### config.mk
export PLATFORM = sky130hd
export DESIGN_NAME = ctrl_config_rtc
export DESIGN_NICKNAME = d
export VERILOG_FILES = /design/src/rtl/ctrl_config_rtc_pkg.sv /design/src/rtl/ctrl_config_rtc_bcd_inc_dec.sv /design/src/rtl/ctrl_config_rtc.sv
export SDC_FILE = /design/constraint.sdc
export NUM_CORES = 1
export LEC_CHECK = 0
export ABC_CLOCK_PERIOD_IN_PS = 5400
export BUFFER_PORTS_ARGS = -buffer_cell sky130_fd_sc_hd__buf_2
export CORE_MARGIN = 2
export CORE_UTILIZATION = 44
export CTS_BUF_LIST = sky130_fd_sc_hd__clkbuf_4
export CTS_CLUSTER_DIAMETER = 80
export CTS_CLUSTER_SIZE = 25
export DETAILED_ROUTE_END_ITERATION = 12
export HOLD_SLACK_MARGIN = 0.1
export PLACE_DENSITY = 0.6
export SETUP_SLACK_MARGIN = 0.4
export SYNTH_ARGS = -nofsm -noshare
export SYNTH_HDL_FRONTEND = slang
export SYNTH_HIERARCHICAL = 1
export SYNTH_SLANG_ARGS = --single-unit
### constraint.sdc
create_clock -name clk -period 5.4 [get_ports clk]
set_input_delay 0 -clock clk [delete_from_list [all_inputs] [get_ports clk]]
set_output_delay 0 -clock clk [all_outputs]
set_load 0.05 [all_outputs]
### src/rtl/ctrl_config_rtc_pkg.sv
// Shared constants for the RTC configuration controller: mode codes, FSM
// encoding, BCD field limits and the month-length table used by FECHA_VALIDA_EN.
package ctrl_config_rtc_pkg;

    localparam logic [1:0] MODO_NORMAL = 2'b00;
    localparam logic [1:0] MODO_HORA   = 2'b01;
    localparam logic [1:0] MODO_FECHA  = 2'b10;
    localparam logic [1:0] MODO_TIMER  = 2'b11;

    localparam logic [1:0] ST_NORMAL = 2'd0;
    localparam logic [1:0] ST_CARGA  = 2'd1;
    localparam logic [1:0] ST_EDITA  = 2'd2;
    localparam logic [1:0] ST_SALIDA = 2'd3;

    // hora and timer share the seg/min/hora limits
    localparam logic [7:0] HMS_MIN      = 8'h00;
    localparam logic [7:0] HMS_C0_MAX   = 8'h59;
    localparam logic [7:0] HMS_C1_MAX   = 8'h59;
    localparam logic [7:0] HMS_C2_MAX   = 8'h23;
    localparam logic [7:0] FECHA_C0_MIN = 8'h01;
    localparam logic [7:0] FECHA_C0_MAX = 8'h31;
    localparam logic [7:0] FECHA_C1_MIN = 8'h01;
    localparam logic [7:0] FECHA_C1_MAX = 8'h12;
    localparam logic [7:0] FECHA_C2_MIN = 8'h00;
    localparam logic [7:0] FECHA_C2_MAX = 8'h99;

    // Byte k holds the BCD day count of month k+1 (February non-leap).
    localparam logic [95:0] DIAS_MES = {8'h31, 8'h30, 8'h31, 8'h30, 8'h31, 8'h31,
                                        8'h30, 8'h31, 8'h30, 8'h31, 8'h28, 8'h31};

    function automatic logic [7:0] campo_min(input logic [1:0] modo, input logic [1:0] campo);
        if (modo != MODO_FECHA) return HMS_MIN;
        if (campo == 2'd0) return FECHA_C0_MIN;
        if (campo == 2'd1) return FECHA_C1_MIN;
        return FECHA_C2_MIN;
    endfunction

    function automatic logic [7:0] campo_max(input logic [1:0] modo, input logic [1:0] campo);
        if (modo == MODO_FECHA) begin
            if (campo == 2'd0) return FECHA_C0_MAX;
            if (campo == 2'd1) return FECHA_C1_MAX;
            return FECHA_C2_MAX;
        end
        if (campo == 2'd0) return HMS_C0_MAX;
        if (campo == 2'd1) return HMS_C1_MAX;
        return HMS_C2_MAX;
    endfunction

    // A two-digit BCD year is a multiple of 4 when tens even & units 0/4/8, or tens odd & units 2/6.
    function automatic logic bcd_div4(input logic [7:0] jahr);
        if (jahr[4] == 1'b0) return (jahr[1:0] == 2'b00) && (jahr[3:0] <= 4'd9);
        return (jahr[3:0] == 4'd2) || (jahr[3:0] == 4'd6);
    endfunction

    function automatic logic [7:0] dias_max(input logic [7:0] mes, input logic [7:0] jahr);
        logic [3:0] idx;
        logic [7:0] dias;
        dias = 8'h31;
        idx  = 4'd0;
        if (mes >= 8'h01 && mes <= 8'h12 && mes[3:0] <= 4'd9) begin
            idx  = mes[4] ? mes[3:0] + 4'd9 : mes[3:0] - 4'd1;
            dias = DIAS_MES[{idx, 3'b000} +: 8];
            if (mes == 8'h02 && bcd_div4(jahr)) dias = 8'h29;
        end
        return dias;
    endfunction

endpackage

### src/rtl/ctrl_config_rtc_bcd_inc_dec.sv
// Combinational BCD +1/-1 with wrap between min and max; an invalid input
// (bad nibble or out of range) snaps to min on increment and to max on decrement.
module ctrl_config_rtc_bcd_inc_dec (
    input  logic [7:0] valor,
    input  logic [7:0] min_v,
    input  logic [7:0] max_v,
    input  logic       inc,
    input  logic       dec,
    output logic [7:0] siguiente
);

    logic valido;

    always_comb begin
        valido = (valor[7:4] <= 4'd9) && (valor[3:0] <= 4'd9) &&
                 (valor >= min_v) && (valor <= max_v);
        siguiente = valor;
        if (inc && !dec) begin
            if (!valido || valor == max_v)  siguiente = min_v;
            else if (valor[3:0] == 4'd9)    siguiente = {valor[7:4] + 4'd1, 4'd0};
            else                            siguiente = valor + 8'd1;
        end else if (dec && !inc) begin
            if (!valido || valor == min_v)  siguiente = max_v;
            else if (valor[3:0] == 4'd0)    siguiente = {valor[7:4] - 4'd1, 4'd9};
            else                            siguiente = valor - 8'd1;
        end
    end

endmodule

### src/rtl/ctrl_config_rtc.sv
// RTC configuration controller: button edges -> config_mode, cursor and BCD editing
// with inactivity auto-exit. Define FECHA_VALIDA_EN for month/leap-aware day limits.
module ctrl_config_rtc
    import ctrl_config_rtc_pkg::*;
#(
    parameter int TIMEOUT_CICLOS = 1000000000,
    parameter int ANCHO_TMO      = 30
) (
    input  logic       clk,
    input  logic       reset_n,
    input  logic       btn_hora,
    input  logic       btn_fecha,
    input  logic       btn_timer,
    input  logic       btn_izq,
    input  logic       btn_der,
    input  logic       btn_arriba,
    input  logic       btn_abajo,
    input  logic       btn_salir,
    input  logic [7:0] actual_c0,
    input  logic [7:0] actual_c1,
    input  logic [7:0] actual_c2,
    output logic [1:0] config_mode,
    output logic [1:0] campo_sel,
    output logic [7:0] valor_c0,
    output logic [7:0] valor_c1,
    output logic [7:0] valor_c2,
    output logic       fin_config,
    output logic [1:0] estado_dbg
);

    localparam int B_HORA = 0, B_FECHA = 1, B_TIMER = 2, B_IZQ = 3;
    localparam int B_DER = 4, B_ARRIBA = 5, B_ABAJO = 6, B_SALIR = 7;
    localparam logic [ANCHO_TMO-1:0] TMO_LIM = ANCHO_TMO'(TIMEOUT_CICLOS - 1);

    logic [7:0]           btn_sync, btn_prev, ev;
    logic [1:0]           estado;
    logic [ANCHO_TMO-1:0] cnt;
    logic                 cursor_ev, valor_ev, tmo_hit;
    logic [7:0]           sel_val, sel_min, sel_max, nuevo;
    logic [7:0]           nv0, nv1, nv2;

    assign ev        = btn_sync & ~btn_prev;
    assign cursor_ev = ev[B_IZQ] ^ ev[B_DER];
    assign valor_ev  = ev[B_ARRIBA] ^ ev[B_ABAJO];
    assign tmo_hit   = (TIMEOUT_CICLOS != 0) && (cnt == TMO_LIM);
    assign fin_config = (estado == ST_SALIDA);
    assign estado_dbg = estado;

    always_comb begin
        case (campo_sel)
            2'd0:    sel_val = valor_c0;
            2'd1:    sel_val = valor_c1;
            default: sel_val = valor_c2;
        endcase
        sel_min = campo_min(config_mode, campo_sel);
        sel_max = campo_max(config_mode, campo_sel);
`ifdef FECHA_VALIDA_EN
        if (config_mode == MODO_FECHA && campo_sel == 2'd0)
            sel_max = dias_max(valor_c1, valor_c2);
`endif
    end

    ctrl_config_rtc_bcd_inc_dec u_bcd (
        .valor     (sel_val),
        .min_v     (sel_min),
        .max_v     (sel_max),
        .inc       (ev[B_ARRIBA]),
        .dec       (ev[B_ABAJO]),
        .siguiente (nuevo)
    );

    // Edited field written back through the cursor; a mes/jahr edit may pull dia down.
    always_comb begin
        nv0 = valor_c0;
        nv1 = valor_c1;
        nv2 = valor_c2;
        if (valor_ev) begin
            case (campo_sel)
                2'd0:    nv0 = nuevo;
                2'd1:    nv1 = nuevo;
                default: nv2 = nuevo;
            endcase
        end
`ifdef FECHA_VALIDA_EN
        if (config_mode == MODO_FECHA && valor_ev && campo_sel != 2'd0 &&
            nv0 > dias_max(nv1, nv2))
            nv0 = dias_max(nv1, nv2);
`endif
    end

    always_ff @(posedge clk or negedge reset_n) begin
        if (!reset_n) begin
            btn_sync    <= 8'h00;
            btn_prev    <= 8'h00;
            estado      <= ST_NORMAL;
            config_mode <= MODO_NORMAL;
            campo_sel   <= 2'd0;
            valor_c0    <= 8'h00;
            valor_c1    <= 8'h00;
            valor_c2    <= 8'h00;
            cnt         <= '0;
        end else begin
            btn_sync <= {btn_salir, btn_abajo, btn_arriba, btn_der,
                         btn_izq, btn_timer, btn_fecha, btn_hora};
            btn_prev <= btn_sync;
            case (estado)
                ST_NORMAL: begin
                    if (ev[B_HORA]) begin
                        config_mode <= MODO_HORA;
                        estado      <= ST_CARGA;
                    end else if (ev[B_FECHA]) begin
                        config_mode <= MODO_FECHA;
                        estado      <= ST_CARGA;
                    end else if (ev[B_TIMER]) begin
                        config_mode <= MODO_TIMER;
                        estado      <= ST_CARGA;
                    end
                end
                ST_CARGA: begin
                    valor_c0  <= actual_c0;
                    valor_c1  <= actual_c1;
                    valor_c2  <= actual_c2;
                    campo_sel <= 2'd0;
                    cnt       <= '0;
                    estado    <= ST_EDITA;
                end
                ST_EDITA: begin
                    if (ev[B_SALIR] || tmo_hit) begin
                        estado <= ST_SALIDA;
                    end else begin
                        if (cursor_ev) begin
                            if (ev[B_IZQ]) campo_sel <= (campo_sel == 2'd0) ? 2'd2 : campo_sel - 2'd1;
                            else           campo_sel <= (campo_sel == 2'd2) ? 2'd0 : campo_sel + 2'd1;
                        end
                        valor_c0 <= nv0;
                        valor_c1 <= nv1;
                        valor_c2 <= nv2;
                        cnt      <= (cursor_ev || valor_ev) ? '0 : cnt + ANCHO_TMO'(1);
                    end
                end
                default: begin
                    config_mode <= MODO_NORMAL;
                    estado      <= ST_NORMAL;
                end
            endcase
        end
    end

endmodule

* After elaboration in Yosys (flattened, before gate mapping)
Index checks and enable logic that the tools add are counted.
W data, S select, Z words.
** Storage, ports and cells
- Bits in registers :: 76
- Latch bits :: 0
- Memory bits (writable) :: 0
- Memory bits (read-only) :: 0
- Input bits :: 34
- Output and inout port bits :: 31
- Word-level logic and storage cells :: 135
- Memories kept :: 0
** Operators by class
- Add/sub/neg operators :: 7
- $mul :: 0
- Divide/modulo/power cells :: 0
- $lt $le $gt $ge :: 4
- Equal/unequal tests :: 19
- Shifts and indexed selects :: 0
- Multiplexer cells :: 66
- Bitwise logic cells :: 5
- Reduce and logical (&&, ||, !) cells :: 25
** Operators by type and width (count)
- $mux W8 :: 31
- $pmux W8 S2 :: 4
- $mux W30 :: 2
- $pmux W30 S2 :: 1
- $add A30 B1 Y30 const B :: 1
- $eq A30 B30 Y1 const B :: 1
- $mux W2 :: 12
- $eq A8 B8 Y1 :: 2
- $ne A2 B2 Y1 const B :: 8
- $mux W1 :: 13
- $reduce_and A4 Y1 :: 3
- $add A8 B1 Y8 const B :: 1
- $and A8 B8 Y8 :: 1
- $eq A2 B2 Y1 const B :: 4
- $ge A8 B8 Y1 :: 1
- $le A4 B4 Y1 const B :: 2
- $le A8 B8 Y1 :: 1
- $not A8 Y8 :: 1
- $pmux W2 S2 :: 2
- $sub A8 B1 Y8 const B :: 1
- $pmux W2 S3 :: 1
- $reduce_and A2 Y1 :: 3
- $logic_and A1 B1 Y1 :: 5
- $add A4 B1 Y4 const B :: 1
- other kinds (15) :: 24

* Longest topological paths before layout
- Word-level depth :: 24
- Gate-level depth with buffers :: 20
- Gate-level depth less buffers :: 17

* Cells and area by module
The synthesis kept the hierarchy.
** By module, submodules not included
- ctrl_config_rtc :: instances 1, cells each 443, area each 4142.7 um^2, seq. area each 1901.8 um^2
- ctrl_config_rtc_bcd_inc_dec :: instances 1, cells each 179, area each 1202.4 um^2, seq. area each 0.0 um^2

* Worst setup path before layout
Ideal clock, no wire load.
- Path type :: register to register
- From :: register campo_sel[0]
- To :: register valor_c1[5]
- Library setup time :: 0.125 ns
- Data arrival time :: 4.257 ns
- Data required time :: 5.275 ns
- Setup slack :: 1.018 ns
- Stages on the path, launching flop included :: 21
- Path buffers :: 3
- Period minus slack after synthesis :: 4.382 ns
- Cells stage by stage :: dfrtp_1 > inv_1 > ha_1 > nor2_1 > clkbuf_1 > nand2_1 > nand2_1 > clkbuf_1 > inv_1 > ha_1 > nand2b_1 > a2111oi_0 > o31a_2 > nor4_4 > and2b_1 > buf_6 > a2111oi_0 > nor4_1 > nand2_1 > o21ai_0 > mux2_2
** On the way
- Elaborated cells on any way between the ends :: 58
- Classes of those cells :: add/sub: 4; order compare: 4; eq/ne: 5; mux: 36; reduce/logical: 9
** RTL lines
- from (decl) :: line ctrl_config_rtc.sv:23 : output logic [1:0] campo_sel,
- from (signal assigned) :: line ctrl_config_rtc.sv:132 : if (ev[B_IZQ]) campo_sel <= (campo_sel == 2'd0) ? 2'd2 : campo_sel - 2'd1;
- from (signal assigned) :: line ctrl_config_rtc.sv:133 : else campo_sel <= (campo_sel == 2'd2) ? 2'd0 : campo_sel + 2'd1;
- $eq A2 B1 Y1 or $logic_not A2 Y1 (tied branches) :: line ctrl_config_rtc.sv:50 : case (campo_sel)
- $pmux W8 S2 * :: line ctrl_config_rtc.sv:50
- net sel_val[0] :: line ctrl_config_rtc.sv:39 : logic [7:0] sel_val, sel_min, sel_max, nuevo;
- branches (longest 8 deep; another with $ge A8 B8 Y1)
- $mux W8 * :: line ctrl_config_rtc_bcd_inc_dec.sv:18 : if (inc && !dec) begin
- net nuevo[5] :: line ctrl_config_rtc.sv:39
- $mux W8 * :: line ctrl_config_rtc.sv:78 : case (campo_sel)
- $mux W8 * :: line ctrl_config_rtc.sv:77 : if (valor_ev) begin
- $mux W8 * :: line ctrl_config_rtc.sv:128 : if (ev[B_SALIR] || tmo_hit) begin
- $pmux W8 S2 * :: line ctrl_config_rtc.sv:106 : case (estado)
- to (signal assigned) :: line ctrl_config_rtc.sv:121 : valor_c1 <= actual_c1;
- to (signal assigned) :: line ctrl_config_rtc.sv:136 : valor_c1 <= nv1;
- to (decl) :: line ctrl_config_rtc.sv:25 : output logic [7:0] valor_c1,
Mark *: on every way through the listed nets, which the timed path passes. The select of a mux whose other input is x is not followed.
A chain may end at the register's enable or synchronous reset.

* Final worst setup path
- From :: register campo_sel[0]
- To :: register valor_c1[4]
Same word-level chain as after synthesis.

==> results.md <==
* Status: completed
* RSZ-0062 raised after global routing: false
* Post-route minimum period at 4.62 ns
* Worst IR drop on VDD at 0.000482 V
* Total grt overflow at 0
* Clock sink total at 76
* Gr usage total at about 25%
* Hpwl dp at 11.1 mm
* I/O pins at 65
* Vias in the first global route at 4920
* Antenna cells at 0
* Finished Layout Cells at 871
* Synth area leaders: dfrtp_1, ha_1, inv_1, a31oi_1, nand2_1
* Vias per Instance at between 5 and 6
* Die H at 114 um
* Leakage at around 2.8 nW
* DRT antenna net count at 0
* Worst skew pair latency at approximately 0.45 ns
* Clk root buf: clkbuf_4
* Slew headroom at around a third
* CP Launch Type: flop
* Critical path peak fanout at 12
* GPL Wtd Cong at between 0.9 and 1
* Max Clock Skew at between 0.02 and 0.025 ns
* Most common flop cell mapped by yosys: dfrtp_1
* Slew Limit Fails at 0
* Post-synthesis cell type count at 64
* Num CTS Buffers at 9
* Post-synth EDFFs at 0
* Routed WL per cell at around 18 um
* Row count at 40
* Final Hold Vio Count at 0
* Commonest non-fill, non-tap cells in the layout: dfrtp_1, buf_2, inv_1
* Routed vias at between 5000 and 6000
* Sequential area share after synthesis at about 36%
* Async set-or-reset flop fraction in the synthesized netlist at between 90% and 100%
* NumNets Final at about 790
* Max-Cap Viols at 0
* Fillcell total at 1115
* Post-Syn Instances at 622
* Power per cell area at 674 nW/um^2
* Count of final setup violators at 0
* Sequential cell area at between 1500 and 2000 um^2
* WL final at approximately 16 mm
* Critical path type: flop to flop
* CP Data Required Time at roughly 5.8 ns
* Cell taking the most area after synthesis: dfrtp_1
* Worst Hold Class: input port to flop
* Pre-Repair DR Iteration Count at 5
* Initial drt markers at 500
* Number of port buffers at 64
* Area occupied by multi-input gates at between 3000 and 4000 um^2
* Fin crit share at a little under nine tenths
* Area share of the largest cell type after synthesis at 35.6%
* First-pass GRT wire length at roughly 26 mm
* Setup TNS at 0 ns
* Clock slew seen by the registers of the worst setup and hold paths at between 0.1 and 0.15 ns
* Full die area at around 13000 um^2
* Placed cell count at 822
* Fmax achieved at between 200 and 250 MHz
* Number of synthesized register bits at 76
* Largest net degree at the start of global routing at 77
* Setup crit end kind: flop
* Synth Warn # at 6
* Worst-margin pin slew at ~0.99 ns
* Initial antenna violation count at 0
* Clock buffer depth at 2
* Final Util at a little over half
* Initial Util at between 40% and 50%
* Final Power at roughly 4.3 mW
* Core area at roughly 12000 um^2
* Post-Place Setup Slack at around 0.42 ns
* Area growth syn-to-layout at 18.0%
* Commonest non-fill, non-tap cell in the layout: dfrtp_1
* WP data arrival at approximately 5.0 ns
* DRC Markers at 0
* TritonCTS clock tree: done
* Syn Area/Cell at 8.59 um^2
* Layout cells sized above 1 at between 15 and 20%
* Syn Std Cell Area at approximately 5300 um^2
* H-tree levels at 3
* Die W at between 100 and 150 um
* Fin worst setup slack at between 0.7 and 0.8 ns
==> routing by layer <==
| metal | global-route usage, % | share of wire (%) | vias to the layer above |
|---|---|---|---|
| met1 | 36.0 | 46 | 2524 |
| li1 | - | - | 2466 |
| met3 | 3.76 | 5.6 | 25 |
| met5 | 0 | 0 | - |
| met4 | 8.05 | 1.9 | 0 |
| met2 | 38.9 | 47 | 165 |
==> synth_stat cells (5+ instances only) <==
library cell	n
a211o_1	6
a211oi_1	7
a21oi_1	16
a221oi_1	8
a22oi_1	9
a31oi_1	34
and3_1	7
buf_2	5
clkbuf_1	23
dfrtp_1	76
ha_1	33
inv_1	62
mux2_2	17
mux2i_1	10
nand2_1	56
nand2b_1	5
nand3_1	37
nand4_1	20
nor2_1	36
nor2b_1	8
nor3_1	10
nor4_1	7
o211ai_1	5
o21ai_0	33
o31a_1	9
or3_1	9
or4_1	6
xnor2_1	5
xor2_1	5
==> stage by stage <==
stage | hold WS (ns) | area (um^2)
final | 0.181 | 6310
after detailed placement | 0.109 | 5830
after global placement | 0.109 | 5830
after CTS | 0.159 | 6290
after global routing | 0.163 | 6310
after floorplan | -0.296 | 5390
==> kinds of logic (layout without fill, tap and decap cells) <==
family	Yosys count	in the layout	share of synthesized area, %
other cells	1	12	0.0702
fa+ha+maj	33	33	7.72
mux	27	27	5.45
simple gates	222	222	21.9
compound gates	157	157	20.3
buf+inv	96	187	7.37
xor+xnor	10	10	1.64
flops	76	76	35.6
==> state kept, by name (all words and copies together), names as in the netlist <==
register	count
cnt	30
btn_prev	8
btn_sync	8
valor_c0	8
valor_c1	8
valor_c2	8
campo_sel	2
config_mode	2
estado_dbg	2
==> worst max-delay path, cell delays in order (launching register included) <==
cell and delay (ns):
dfrtp_1 0.44, inv_1 0.09, ha_1 0.37, nor2_4 0.30
nand2_1 0.09, nand2_1 0.30, inv_1 0.18, ha_1 0.34
nand2b_1 0.15, a2111oi_1 0.45, o31a_2 0.25, nor4_4 0.06
and2b_1 0.34, o311ai_0 0.64, buf_4 0.23, nand2_1 0.06
o21ai_0 0.11, mux2_2 0.17
==> final timing paths <==
kind,start,to,slack [ns],cells after the start
min in group asynchronous,reset_n,btn_sync[1],0.25,2
setup reg to reg,campo_sel[0],valor_c1[4],0.78,17
hold / removal,btn_arriba,btn_sync[5],0.18,2
max in group asynchronous,reset_n,valor_c2[5],4.50,2
setup / recovery,campo_sel[0],valor_c1[4],0.78,17
hold reg to reg,btn_sync[4],btn_prev[4],0.38,0
==> layout make-up <==
class | count | share of cell area (%)
multi-input combinational | 461 | 49.3
tap | 147 | 2.92
inverter | 62 | 3.69
clock buffer | 9 | 1.07
timing repair buffer | 109 | 11.8
clock inverter | 7 | 1.05
sequential | 76 | 30.2
==> repair_timing <==
| item | in CTS | in global routing |
|---|---|---|
| gates resized for setup | 1 | 4 |
| endpoints found under the hold margin | 108 | 0 |
| hold buffers | 33 | 0 |
| setup buffers | 0 | 0 |
| endpoints found under the setup margin | 2 | 8 |
==> power by group <==
part,total (mW),internal [mW],switching [mW]
Sequential,0.849,0.700,0.149
Combinational,3.05,1.03,2.02
Clock,0.353,0.139,0.215
Power figures use the tool's default switching activity.
